$ cat src/rtl/alu_issue_ctrl.sv
// ============================================================================
// alu_issue_ctrl
// ----------------------------------------------------------------------------
// Instruction issue controller and 16x16 register file in front of the
// datapath ALU.  Fetches 16-bit instruction words over a req/ack port,
// decodes them into an 8-bit ALU opcode plus two 16-bit operands, writes the
// registered ALU result back into the register file and resolves conditional
// branches from the ALU status flags.
//
// Ports
//   clock       in   system clock, rising edge
//   reset       in   asynchronous active-high reset
//   fetch_req   out  high while waiting for an instruction word
//   instr_addr  out  current program counter
//   fetch_ack   in   fetch_data valid this cycle (honoured only in FETCH)
//   fetch_data  in   instruction word
//   alu_opcode  out  ALU opcode (zero unless issuing)
//   alu_a       out  ALU operand A (zero unless issuing)
//   alu_b       out  ALU operand B (zero unless issuing)
//   alu_result  in   registered ALU result
//   alu_psr     in   ALU flags, [3]=Z, [1]=GT (unsigned)
//   dbg_sel     in   debug register select
//   dbg_data    out  combinational read of R[dbg_sel]
//
// Revision: 1.0 - initial release
// ============================================================================
`default_nettype none

module alu_issue_ctrl #(
    parameter logic [15:0] RESET_PC = 16'h0000
) (
    input  logic        clock,
    input  logic        reset,
    output logic        fetch_req,
    output logic [15:0] instr_addr,
    input  logic        fetch_ack,
    input  logic [15:0] fetch_data,
    output logic [7:0]  alu_opcode,
    output logic [15:0] alu_a,
    output logic [15:0] alu_b,
    input  logic [15:0] alu_result,
    input  logic [4:0]  alu_psr,
    input  logic [3:0]  dbg_sel,
    output logic [15:0] dbg_data
);

    typedef enum logic [1:0] {
        S_FETCH  = 2'd0,
        S_DECODE = 2'd1,
        S_EXEC   = 2'd2,
        S_WB     = 2'd3
    } state_t;

    state_t      state_q, state_d;
    logic [15:0] pc_q, pc_d;
    logic [15:0] ir_q, ir_d;
    logic [7:0]  opc_q, opc_d;
    logic [15:0] a_q, a_d;
    logic [15:0] b_q, b_d;
    logic        wb_q, wb_d;
    logic        rf_we;
    logic [15:0] rf_q [16];

    // Instruction fields
    logic [3:0]  op, rd, ext, rs;
    logic [7:0]  imm8;
    logic [15:0] rd_val, rs_val, br_off;
    logic        flag_z, flag_gt, br_taken;
    logic        unused_psr;

    assign op      = ir_q[15:12];
    assign rd      = ir_q[11:8];
    assign ext     = ir_q[7:4];
    assign rs      = ir_q[3:0];
    assign imm8    = ir_q[7:0];
    assign rd_val  = rf_q[rd];
    assign rs_val  = rf_q[rs];
    assign br_off  = {{8{imm8[7]}}, imm8};
    assign flag_z  = alu_psr[3];
    assign flag_gt = alu_psr[1];
    assign unused_psr = ^{alu_psr[4], alu_psr[2], alu_psr[0]};

    // Branch condition lives in the rd field
    always_comb begin
        br_taken = 1'b0;
        case (rd)
            4'b0000: br_taken = flag_z;
            4'b0001: br_taken = !flag_z;
            4'b0110: br_taken = flag_gt;
            4'b0111: br_taken = !flag_gt;
            4'b1110: br_taken = 1'b1;
            default: br_taken = 1'b0;
        endcase
    end

    // Next-state / datapath control
    always_comb begin
        state_d = state_q;
        pc_d    = pc_q;
        ir_d    = ir_q;
        opc_d   = opc_q;
        a_d     = a_q;
        b_d     = b_q;
        wb_d    = wb_q;
        rf_we   = 1'b0;

        case (state_q)
            S_FETCH: begin
                if (fetch_ack) begin
                    ir_d    = fetch_data;
                    state_d = S_DECODE;
                end
            end

            S_DECODE: begin
                // Default decode is the register-register ALU form; the
                // other classes override fields below.
                opc_d   = {op, ext};
                a_d     = rd_val;
                b_d     = rs_val;
                wb_d    = 1'b1;
                state_d = S_EXEC;
                case (op)
                    4'b0000: begin
                        // CMP and NOP issue to the ALU but keep R[rd]
                        wb_d = !((ext == 4'b1011) || (ext == 4'b0000));
                    end
                    4'b1000: begin
                        // ext=0100 is the register-count shift; the rest
                        // take a 4-bit immediate from the rs field
                        if (ext != 4'b0100) begin
                            b_d = {12'b0, rs};
                        end
                    end
                    4'b1111: begin
                        opc_d = 8'hF0;
                        a_d   = 16'h0000;
                        b_d   = {8'b0, imm8};
                    end
                    4'b0100: begin
                        if (ext == 4'b1111) begin
                            opc_d = 8'h4F;
                            b_d   = 16'h0000;
                        end else begin
                            wb_d    = 1'b0;
                            pc_d    = pc_q + 16'd1;
                            state_d = S_FETCH;
                        end
                    end
                    4'b1100: begin
                        wb_d    = 1'b0;
                        pc_d    = br_taken ? (pc_q + br_off) : (pc_q + 16'd1);
                        state_d = S_FETCH;
                    end
                    default: begin
                        wb_d    = 1'b0;
                        pc_d    = pc_q + 16'd1;
                        state_d = S_FETCH;
                    end
                endcase
            end

            S_EXEC: begin
                state_d = S_WB;
            end

            S_WB: begin
                rf_we   = wb_q;
                pc_d    = pc_q + 16'd1;
                state_d = S_FETCH;
            end

            default: begin
                state_d = S_FETCH;
            end
        endcase
    end

    always_ff @(posedge clock or posedge reset) begin
        if (reset) begin
            state_q <= S_FETCH;
            pc_q    <= RESET_PC;
            ir_q    <= 16'h0000;
            opc_q   <= 8'h00;
            a_q     <= 16'h0000;
            b_q     <= 16'h0000;
            wb_q    <= 1'b0;
        end else begin
            state_q <= state_d;
            pc_q    <= pc_d;
            ir_q    <= ir_d;
            opc_q   <= opc_d;
            a_q     <= a_d;
            b_q     <= b_d;
            wb_q    <= wb_d;
        end
    end

    // Register file
    always_ff @(posedge clock or posedge reset) begin
        if (reset) begin
            for (int i = 0; i < 16; i++) begin
                rf_q[i] <= 16'h0000;
            end
        end else if (rf_we) begin
            rf_q[rd] <= alu_result;
        end
    end

    assign fetch_req  = (state_q == S_FETCH);
    assign instr_addr = pc_q;
    // ALU sees a live operation only during EXEC; otherwise it idles on zero
    assign alu_opcode = (state_q == S_EXEC) ? opc_q : 8'h00;
    assign alu_a      = (state_q == S_EXEC) ? a_q   : 16'h0000;
    assign alu_b      = (state_q == S_EXEC) ? b_q   : 16'h0000;
    assign dbg_data   = rf_q[dbg_sel];

endmodule

`default_nettype wire

$ cat config.mk
export PLATFORM = sky130hd
export DESIGN_NAME = alu_issue_ctrl
export DESIGN_NICKNAME = d
export VERILOG_FILES = /design/src/rtl/alu_issue_ctrl.sv
export SDC_FILE = /design/constraint.sdc
export NUM_CORES = 1
export LEC_CHECK = 0
export CAP_MARGIN = 20
export CORE_MARGIN = 3
export CORE_UTILIZATION = 55
export DETAILED_ROUTE_END_ITERATION = 8
export PLACE_DENSITY = 0.77
export SYNTH_ARGS = -nofsm -noshare
export SYNTH_HDL_FRONTEND = slang
export SYNTH_SLANG_ARGS = --single-unit
$ cat constraint.sdc
create_clock -name clock -period 12.4 [get_ports clock]
set_input_delay 3.72 -clock clock [delete_from_list [all_inputs] [get_ports clock]]
set_output_delay 3.72 -clock clock [all_outputs]
set_load 0.005 [all_outputs]
**Yosys cells after proc, flatten, opt, wreduce, memory -nomap -nowiden**

Cells that the tools add are included.

- Input bits: 44
- Output and inout bits: 73
- Memories: 0
- Memory bits (read-only): 0
- Register bits: 331
- Logic and storage cells: 96
- Latch bits: 0
- Memory bits (writable): 0

- Add/sub/neg operators: 2
- Reductions and logical operators: 14
- Shift-type cells: 0
- Order comparisons: 4
- Eq/ne operators: 17
- Muxes and demuxes: 33
- Divide/modulo/power cells: 0
- Bitwise operators: 3
- Multipliers: 0

Operators by type and width:

| kind | number |
|---|---|
| bitwise mux 256 bit | 1 |
| 2-to-1 mux 16 bit | 14 |
| binary-select mux 16 bit (select 4 bit) | 3 |
| one-hot mux 16 bit (3 select lines) | 2 |
| demux 16 bit (select 4 bit) | 1 |
| one-hot mux 16 bit (2 select lines) | 1 |
| equality test 4 bit (second input constant) | 6 |
| adder 16 x 1 -> 16 bit (second input constant) | 1 |
| adder 16 bit | 1 |
| 2-to-1 mux 8 bit | 2 |
| one-hot mux 8 bit (2 select lines) | 1 |
| >= comparator 5 bit (second input constant) | 3 |
| NOT 4 -> 5 bit | 3 |
| equality test 4 x 3 -> 1 bit (second input constant) | 3 |
| logical NOT 4 bit | 3 |
| one-hot mux 2 bit (4 select lines) | 1 |
| < comparator 5 x 1 -> 1 bit (second input constant) | 1 |
| one-hot mux 1 bit (5 select lines) | 1 |
| equality test 2 bit (second input constant) | 2 |
| equality test 4 x 1 -> 1 bit (second input constant) | 1 |
| 2-to-1 mux 2 bit | 2 |
| inequality test 4 x 3 -> 1 bit (second input constant) | 1 |
| one-hot mux 2 bit (2 select lines) | 1 |
| logical NOT 1 bit | 3 |
| 14 further kinds | 15 |

**Longest topological paths before layout**

Gate-level depths: netlist of run 1.

- Depth after elaboration: 6
- Gate-level depth with buffers: 9
- Gate-level depth less buffers: 8

**Worst setup path after synthesis of run 1**

No wires, ideal clock.

- Path type: in2out
- Start: input port dbg_sel[0]
- End: output port dbg_data[0]
- Slack: 3.274 ns
- Data arrival time: 5.406 ns
- Buffers on the path: 2
- Stages: 4
- Required time: 8.680 ns
- Path through: clkbuf_1 > buf_2 > mux4_2 > mux4_2

- Cells in the longest elaborated chain, start to end: 4

Ends and longest elaborated chain:

| what | line | RTL |
|---|---|---|
| from (decl) | 43 | `input logic [3:0] dbg_sel,` |
| NOT 4 -> 5 bit (implied by the code) | 216 | `assign dbg_data = rf_q[dbg_sel];` |
| binary-select mux 16 bit (select 4 bit) | 216 |  |
| 2-to-1 mux 16 bit (implied by the code) (2 in series) | 216 |  |
| to (decl) | 44 | `output logic [15:0] dbg_data` |

Every way passes these cells. The select of a mux whose other input is x is not followed.

**Worst setup path in the final report of run 1**

- Start: input port dbg_sel[1]
- End: output port dbg_data[9]

Same word-level chain as after synthesis.

==> results.md, run 1 <==
- Total wire length: about 53000 µm
- Gr usage total: 0.277
- Drt wl/cell: between 20 and 30 µm
- Longest Clk Path Bufs: 3
- Clock tree sinks: 331
- Largest net degree at the start of global routing: approximately 190
- CTS resizes: 0
- RSZ-0062 raised after global routing: no
- Async SR Flop Fraction: 1.00
- Post-CTS Hold Buffers: 0
- Sequential standard cell area: 8290 µm²
- CTS tree: yes
- Initial drt markers: 1275
- Most frequent cells in the layout: 326 x dfrtp_1, 262 x mux2_2, 239 x mux4_2
- DPL Wire Length: 32800 µm
- Number of synthesized flops with an enable pin: 0
- Leakage: 9.21 nW
- Synthesized area: around 20000 µm²
- Port Buffer Count: 113
- Worst Tran Pin Value: between 1 and 1.5 ns
- Delay-heaviest family, CP: buffers and inverters
- Avg Inst Size Synth: approximately 14 µm²
- Initial Util: 0.559
- Distinct cells, synth: between 70 and 80
- Nets: approximately 1500
- Skew final: between 0.015 and 0.02 ns
- First-pass DRT Iterations: 5
- Most common cell after layout, fill and taps aside: dfrtp_1
- Total grt overflow: 0
- Relative slew slack: 0.248
- Clock Tree Root: clkbuf_16
- Die width: between 150 and 200 µm
- Design area: ~23000 µm²
- Status: finished, final reports clean
- Slowest CP cell: buf_2
- Share of layout cells above drive strength 1: 0.431
- Die area: between 30000 and 40000 µm²
- WP data arrival: roughly 6.5 ns
- Vias per cell: around 6.8
- CTS H-tree depth: 2
- CP Launch Type: input pin
- Max incr delay on CP: approximately 0.77 ns
- Area Growth Syn to Fin: 13.2%
- Syn Nets: 1436
- Area post-placement: approximately 21000 µm²
- Dominant synthesized flop cell: dfrtp_1
- Number of max-cap violations: 0
- Max Slew Vio Count: 0
- Core Area: 35600 µm²
- Max Fclk: slightly below 100 MHz
- Synth warnings: 0
- I/O pins: 117
- Post-layout min period: between 10 and 15 ns
- Placer Congestion: between 0.9 and 1
- Initial antenna violation count: 2
- Worst skew pair latency: 0.52 ns
- Worst endpoint required time: roughly 8.7 ns
- Post-synthesis sequential area ratio: 0.416
- Clock Pin Slew Worst Setup and Hold Paths: roughly 0.060 ns
- Cell count after synthesis: 1375
- DR vias: 13147
- Final Cycle Share: 0.820
- Worst hold path class: flop to flop
- Top post-synthesis cells by area: dfrtp_1 42%, mux4_2 27%, mux2_2 15%
- CP Class: input pin to primary output
- Sum Neg Setup Slack: 0 ns
- Synth Register Bits: 331
- Post-CTS setup buffers: 0
- Final hold viol count: 0
- Synth area leader: dfrtp_1
- Post-synth top area share: 0.416
- Most used cell, CP: mux4_2
- Final setup fails: 0
- Buffers and inverters on the worst path: 3
- PD cells: around 250 nW/µm²
- Maximum vdd ir drop: roughly 0.14 mV
- Multi-input logic area: around 11000 µm²
- Final antenna-violating net count: 0
- # diodes: 0
- Global-route wire length before repair: approximately 81000 µm
- DRC: 0
- Vias in the first global route: 13373
- TritonCTS Buffers: 36
- Critical path, cell by cell: buf_2 -> buf_4 -> mux4_2 -> mux4_2 -> clkdlybuf4s50_1
- # fillers: 2573
- Crit end category: primary output
- Die Height: 196 µm
- Cell Rows: between 60 and 70
- CP max FO: 39
## per-layer routing
metal  vias to the layer above  global-route usage  wire [µm]
met3                       126              0.0551       4530
met2                       679               0.458      26000
met5                         -                   0         13
met1                      6838               0.374      20700
li1                       5502                   -          -
met4                         2              0.0863       1700
## power breakdown
| part | switching, mW | internal, mW | leakage [nW] | total [mW] |
|---|---|---|---|---|
| sequential | 0.471 | 1.48 | 4.18 | 1.95 |
| clock | 0.436 | 0.647 | 0.594 | 1.08 |
| combinational | 1.13 | 1.51 | 4.43 | 2.64 |
| total | 2.04 | 3.63 | 9.21 | 5.67 |
## layout make-up
type,instances,share of cell area
Multi-Input combinational cell,904,0.487
Inverter,23,0.00400
Timing Repair Buffer,144,0.0629
Sequential cell,331,0.368
Tap cell,461,0.0256
Clock inverter,10,0.00444
Clock buffer,53,0.0482
## state kept, by name, summed over array words and instances, names as in the netlist, named ones only
name        flops
a_q            16
b_q            16
instr_addr     16
ir_q           16
opc_q           8
rf_q          256
state_q         1
wb_q            1
## cell families after synthesis
| logic type | synth area share |
|---|---|
| fa+ha+maj | 0.0111 |
| xor+xnor | 0.00573 |
| compound gates | 0.0481 |
| mux | 0.429 |
| buf+inv | 0.0333 |
| flops | 0.416 |
| simple gates | 0.0562 |
## cells in the mapped netlist, drive strengths merged (9+ instances only)
master and instances:
a21oi 35, mux2 272, nor2b 12, dfrtp 331
a22o 9, clkbuf 53, nor2 25, nand3 11
nor3 11, mux4 239, buf 64, inv 23
ha 16, nand2 70, o21ai 58, and2 46
## stage by stage
step           utilization  power [mW]  hold slack [ns]  std cells  worst slack (ns)
6_report             0.633        5.67            0.473       1926              2.23
5_1_grt              0.633        5.98            0.517       1926              2.19
4_1_cts              0.632        5.66            0.473       1924              2.25
3_5_place_dp         0.599        4.56            0.460       1861              2.25
3_3_place_gp         0.598        4.47            0.455       1860              2.29
2_1_floorplan            -        3.81            0.440       1375              3.27
## final timing paths
| check | cells past startpoint | slack (ns) | start | to |
|---|---|---|---|---|
| worst max-delay path | 5 | 2.23 | dbg_sel[1] | dbg_data[9] |
| worst min-delay path | 2 | 0.47 | opc_q[1]$_DFFE_PP0P_ | opc_q[1]$_DFFE_PP0P_ |
| worst max register to register | 7 | 9.02 | ir_q[9]$_DFFE_PP0P_ | instr_addr[15]$_DFFE_PP0P_ |
| worst min register to register | 2 | 0.47 | opc_q[1]$_DFFE_PP0P_ | opc_q[1]$_DFFE_PP0P_ |
| max in group asynchronous | 4 | 7.02 | reset | rf_q[129]$_DFFE_PP0P_ |
| min in group asynchronous | 2 | 3.49 | reset | instr_addr[2]$_DFFE_PP0P_ |
## worst reg2reg max path, stage by stage, from the launching register on
cell	delay, ns
dfrtp_2	0.60
buf_4	0.83
nand3b_1	0.26
a2111oi_4	0.50
nand2_2	0.30
nand2_1	0.33
nor3_1	0.07
or3b_1	0.37
(Power assumes the default switching activity.)
==> run 2, diff against run 1 <==
--- a/config.mk
+++ b/config.mk
@@ -7,9 +7,9 @@
 export LEC_CHECK = 0
 export CAP_MARGIN = 20
 export CORE_MARGIN = 3
-export CORE_UTILIZATION = 55
+export CORE_UTILIZATION = 61
 export DETAILED_ROUTE_END_ITERATION = 8
-export PLACE_DENSITY = 0.77
+export PLACE_DENSITY = 0.81
 export SYNTH_ARGS = -nofsm -noshare
 export SYNTH_HDL_FRONTEND = slang
 export SYNTH_SLANG_ARGS = --single-unit
==> constraint.sdc (replaced) <==
create_clock -name clock -period 10 [get_ports clock]
set_input_delay 3 -clock clock [delete_from_list [all_inputs] [get_ports clock]]
set_output_delay 3 -clock clock [all_outputs]
set_load 0.005 [all_outputs]
==> run 2 against run 1 <==
  * Wire length shrank 3.5%
  * Utilization rose by 7.1 points
  * Combinational power up 23%
  * Sequential power rose by 25%
  * Clock power rose by 19%
  * Die area down 9.5%
  * Non-clock buffer count up 2
  * Register-to-register slack lost 2.7 ns
  * Clock-buffer cell count shrank 2
  * Setup slack worse by 0.71 ns
  * Largest cell class unchanged
  * Sequential share of layout area up 0.13 points
==> results.md, run 2 (synthesis results as in run 1) <==
- Worst endpoint required time: 7.00 ns (-1.68 ns)
- Pre-CTS setup slack: 1.47 ns (-0.784 ns)
- TritonCTS Buffers: 36 (unchanged)
- # fillers: 2106 (-18%)
- Number of max-cap violations: 0 (unchanged)
- Global-route wire length before repair: 80500 µm (-1.1%)
- Skew final: 0.0282 ns (+0.00824 ns)
- Largest net degree at the start of global routing: 153 (-19%)
- Initial drt markers: 1427 (+12%)
- Final hold viol count: 0 (unchanged)
- Met1 wire length: 19500 µm (-5.7%)
- Total grt overflow: 0 (unchanged)
- Worst R2R Setup Slack: 6.34 ns (-2.68 ns)
- Max Slew Vio Count: 0 (unchanged)
- Max Fclk: 118 MHz
- Nets: 1503 (+0.13%)
- I/O pins: 117 (unchanged)
- PD cells: 311 nW/µm² (+23%)
- RSZ-0062 raised after global routing: no
- DR WL met2: 24500 µm (-5.8%)
- Final Cycle Share: 0.848
- Longest Clk Path Bufs: 3 (unchanged)
- Worst Tran Pin Value: 1.08 ns (-0.0463 ns)
- RR Startpoint: ir_q[8]$_DFFE_PP0P_
- CP Launch Type: input pin
- Max reg flops: 256 (unchanged)
- Cell Rows: 65 (-5.8%)
- Die width: 187 µm (-4.9%)
- Biggest register: rf_q
- Placer Congestion: 0.865 (-4.7%)
- Port Buffer Count: 113 (unchanged)
- Total power: 6.97 mW (+23%)
- Drt wl/cell: 26.9 µm (-2.1%)
- Multi-input logic area: 11000 µm² (unchanged)
- CP max FO: 34 (-13%)
- Final setup fails: 0 (unchanged)
- Final antenna-violating net count: 0 (unchanged)
- Final core occ: 0.704 (+0.0707)
- Max incr delay on CP: 0.53 ns (-0.24 ns)
- CP Class: input pin to primary output
- Sequential standard cell area: 8290 µm² (unchanged)
- Post-CTS Hold Buffers: 0 (unchanged)
- # diodes: 0 (unchanged)
- Core Area: 31900 µm² (-10%)
- Gr usage total: 0.298 (+0.0210)
- WP data arrival: 5.48 ns (-0.97 ns)
- Reg2Reg Depth: 5 (-2)
- Die Height: 187 µm (-4.9%)
- DR vias: 13289 (+1.1%)
- Maximum vdd ir drop: 0.266 mV (+84%)
- Final worst setup slack: 1.52 ns (-0.711 ns)
- Clock Tree Root: clkbuf_16
- DPL Wire Length: 31800 µm (-3.0%)
- CTS tree: yes
- Initial antenna violation count: 2 (unchanged)
- Most frequent cells in the layout: 326 x dfrtp_1, 262 x mux2_2, 239 x mux4_2
- R2R Path End: rf_q[44]$_DFFE_PP0P_
- Post-CTS setup buffers: 0 (unchanged)
- Total wire length: 51100 µm (-3.5%)
- WHS Endpoint: opc_q[7]$_DFFE_PP0P_
- Post-layout min period: 8.48 ns
- Worst hold path class: flop to flop
- Most common cell after layout, fill and taps aside: dfrtp_1
- Initial Util: 0.624 (+0.0647)
- Vias in the first global route: 13591 (+1.6%)
- Hold_ws: 0.473 ns (+0.000348 ns)
- Worst skew pair latency: 0.52 ns (about the same)
- Share of layout cells above drive strength 1: 0.429 (-0.00146)
- Slowest CP cell: buf_4
- First-pass DRT Iterations: 5 (unchanged)
- Status: finished, final reports clean
- Sum Neg Setup Slack: 0 ns (unchanged)
- Relative slew slack: 0.278 (+0.0308)
- CTS H-tree depth: 2 (unchanged)
- Metal3 WL: 5170 µm (+14%)
- Clock tree sinks: 331 (unchanged)
- Max layer used: met5
- CTS resizes: 0 (unchanged)
- Beginning of the worst hold path: opc_q[7]$_DFFE_PP0P_
- DRC: 0 (unchanged)
- Vias per cell: 7.00 (+2.6%)
- Hold path cells: 2 (unchanged)
- Critical path, cell by cell: buf_4 -> buf_4 -> mux4_2 -> mux4_2 -> clkdlybuf4s50_1
- Crit end category: primary output
- Clock Pin Slew Worst Setup and Hold Paths: 0.05 ns (about the same)
- Leakage: 9.18 nW (-0.30%)
- Area Growth Syn to Fin: 12.8%
- Die area: 34800 µm² (-9.5%)
run 2: changes by cell type in the layout (fill, tap and decap cells not counted), sizes merged:
cell,delta
buf,+2
bufinv,-1
inv,+1
clkbuf,-2
clkinv,-2
run 2: critical path, delay by kind of cell:
family,cells,cell delay (ns)
buffers and inverters,3,1.41
multiplexers,2,1.05
run 2: per-layer routing:
layer	global-route usage	up-vias
met4	0.103	4
met3	0.0797	156
met1	0.406	6859
met5	0	-
li1	-	5497
met2	0.472	773
run 2: layout make-up:
cell class,instances,area share
Timing Repair Buffer,146,0.0640
Clock buffer,51,0.0462
Inverter,23,0.00401
Tap cell,435,0.0243
Multi-Input combinational cell,904,0.488
Clock inverter,8,0.00357
Sequential cell,331,0.370
run 2: how the worst max path moves through the flow:
stage                    start     endpoint  slack [ns]
floorplan           dbg_sel[0]  dbg_data[0]        2.31
global placement    dbg_sel[0]  dbg_data[8]        1.50
detailed placement  dbg_sel[0]  dbg_data[8]        1.47
CTS                 dbg_sel[0]  dbg_data[8]        1.48
global route        dbg_sel[0]  dbg_data[8]        1.36
finish              dbg_sel[0]  dbg_data[8]        1.52
run 2: stage by stage:
step                area, µm²  instances
floorplan               19900       1375
global placement        21200       1836
detailed placement      21300       1837
CTS                     22400       1896
global route            22400       1898
finish                  22400       1898
run 2: power by group:
group	switching (mW)	total (mW)	internal, mW
Combinational	1.38	3.26	1.88
Sequential	0.601	2.43	1.83
Clock	0.534	1.28	0.746
==> run 3, diff against run 2 <==
==> constraint.sdc (replaced) <==
create_clock -name clock -period 7.9 [get_ports clock]
set_input_delay 2.37 -clock clock [delete_from_list [all_inputs] [get_ports clock]]
set_output_delay 2.37 -clock clock [all_outputs]
set_load 0.005 [all_outputs]
==> run 3 against run 2 <==
  * Clock skew fell by 0.014 ns
  * Final cell count rose by 0.11%
  * Setup slack got worse by 0.57 ns
  * Flip-flop and latch count did not move
  * Utilization rose by 0.20 points
  * Wire length barely moved
  * Critical path type unchanged
  * Clock-buffer cell count fell by 1
  * Register-to-register slack got worse by 1.8 ns
==> results.md, run 3 (synthesis results as in run 1) <==
- Biggest register: rf_q
- Max reg flops: 256 (unchanged)
- Post-CTS Hold Buffers: 0 (unchanged)
- Initial drt markers: 1346 (-5.7%)
- Worst Tran Pin Value: 1.09 ns (+0.00357 ns)
- Largest net degree at the start of global routing: 165 (+7.8%)
- CP Launch Type: input pin
- Worst skew pair latency: 0.52 ns (about the same)
- Vias per cell: 6.99 (-0.23%)
- TritonCTS Buffers: 36 (unchanged)
- Placed Cells incl. Taps: 1835 (-0.11%)
- Maximum vdd ir drop: 0.318 mV (+19%)
- Hold_ws: 0.472 ns (-0.000974 ns)
- CP Class: input pin to primary output
- Worst R2R Setup Slack: 4.53 ns (-1.81 ns)
- Final setup fails: 0 (unchanged)
- Initial antenna violation count: 1 (-1)
- # fillers: 2115 (+0.43%)
- Longest Clk Path Bufs: 3 (unchanged)
- RSZ-0062 raised after global routing: no
- Die area: 34800 µm² (unchanged)
- Crit end category: primary output
- Most common cell after layout, fill and taps aside: dfrtp_1
- Final hold viol count: 0 (unchanged)
- Drt wl/cell: 26.9 µm (-0.19%)
- Core Area: 31900 µm² (unchanged)
- Die Height: 187 µm (unchanged)
- Post-CTS setup buffers: 0 (unchanged)
- CP max FO: 22 (-35%)
- RR Startpoint: ir_q[0]$_DFFE_PP0P_
- CTS tree: yes
- Relative slew slack: 0.276 (-0.00238)
- Beginning of the worst hold path: a_q[0]$_DFFE_PP0P_
- Cell Rows: 65 (unchanged)
- Sum Neg Setup Slack: 0 ns (unchanged)
- CTS H-tree depth: 2 (unchanged)
- WP data arrival: 4.58 ns (-0.90 ns)
- Fin cells: 1900 (+0.11%)
- Final antenna-violating net count: 0 (unchanged)
- Share of layout cells above drive strength 1: 0.431 (+0.00176)
- Die width: 187 µm (unchanged)
- CTS resizes: 0 (unchanged)
- Final core occ: 0.706 (+0.00200)
- Reg2Reg Depth: 6 (+1)
- Port Buffer Count: 113 (unchanged)
- Status: finished, final reports clean
- Total wire length: 51100 µm (about the same)
- Vias in the first global route: 13190 (-3.0%)
- Total grt overflow: 0 (unchanged)
- DR vias: 13273 (-0.12%)
- DPL Wire Length: 31100 µm (-2.2%)
- WHS Endpoint: a_q[0]$_DFFE_PP0P_
- Clock Pin Slew Worst Setup and Hold Paths: 0.06 ns (about the same)
- Worst hold path class: flop to flop
- Skew final: 0.0141 ns (-0.0141 ns)
- Max Slew Vio Count: 0 (unchanged)
- Initial Util: 0.624 (unchanged)
- Post-layout min period: between 6 and 7 ns
- Clock Tree Root: clkbuf_16
- Worst endpoint required time: 5.53 ns (-1.47 ns)
- Hold path cells: 2 (unchanged)
- Most frequent cells in the layout: 326 x dfrtp_1, 262 x mux2_2, 239 x mux4_2
- Nets: 1500 (-0.20%)
- I/O pins: 117 (unchanged)
- Total power: 8.89 mW (+28%)
- Max Fclk: ~140 MHz
- Clock tree sinks: 331 (unchanged)
- Gr usage total: 0.294 (-0.00321)
- Leakage: 9.19 nW (+0.11%)
- Global-route wire length before repair: 79400 µm (-1.5%)
- First-pass DRT Iterations: 5 (unchanged)
- Placer Congestion: 0.860 (-0.57%)
- Number of max-cap violations: 0 (unchanged)
- Final Cycle Share: 0.880
- Area Growth Syn to Fin: 13.2%
- PD cells: 395 nW/µm² (+27%)
- DRC: 0 (unchanged)
- R2R Path End: b_q[4]$_DFFE_PP0P_
## run 3: changes by cell type in the layout (fill, tap and decap cells not counted)
cell,before,now
clkinv_2,5,6
clkinvlp_4,1,5
clkinv_4,0,1
buf_12,2,5
inv_6,1,0
buf_4,30,25
clkinv_8,1,0
buf_16,2,1
diode_2,0,1
bufinv_16,1,2
clkbuf_16,36,37
clkbuf_1,7,5
## run 3: layer usage
layer  vias to the layer above  share of wire  track usage
li1                       5514              -            -
met1                      6889           0.38        0.404
met2                       758           0.48        0.471
met3                       112           0.10       0.0757
met4                         0          0.031       0.0925
met5                         -              0            0
## run 3: final cells by class
type                    instances  area [µm²]  area share
well taps                     435         544      0.0242
multi-input cells             904       11000       0.487
repair buffers                143        1430      0.0636
inverters                      23        90.1     0.00400
flip-flops and latches        331        8290       0.369
clock buffers                  50        1050      0.0469
clock inverters                13         129     0.00573
diodes                          1        2.50    0.000111
## run 3: report_power, final
| group | internal (mW) | leakage [nW] | switching, mW |
|---|---|---|---|
| sequential | 2.32 | 4.18 | 0.739 |
| combinational | 2.37 | 4.43 | 1.78 |
| clock | 0.999 | 0.576 | 0.685 |
## run 3: stage by stage
| step | cell area (µm²) | setup WS [ns] |
|---|---|---|
| 2_1_floorplan | 19900 | 1.11 |
| 3_3_place_gp | 21300 | 0.925 |
| 3_5_place_dp | 21300 | 0.932 |
| 4_1_cts | 22500 | 0.921 |
| 5_1_grt | 22500 | 0.847 |
| 6_report | 22500 | 0.950 |
## run 3: worst max-delay path by stage
stage / from / endpoint / slack, ns / depth (start not counted)
floorplan: reset / asynchronous set/reset pin / 1.11 / 1
global route: dbg_sel[0] / dbg_data[3] / 0.85 / 5
CTS: dbg_sel[0] / dbg_data[10] / 0.92 / 5
global placement: dbg_sel[0] / dbg_data[3] / 0.92 / 5
detailed placement: dbg_sel[0] / dbg_data[3] / 0.93 / 5
finish: dbg_sel[0] / dbg_data[8] / 0.95 / 5
## run 3: critical path, cell delays in order
cell and delay (ns):
buf_4 0.38, buf_12 0.29, mux4_2 0.53, mux4_2 0.52, clkdlybuf4s50_1 0.48
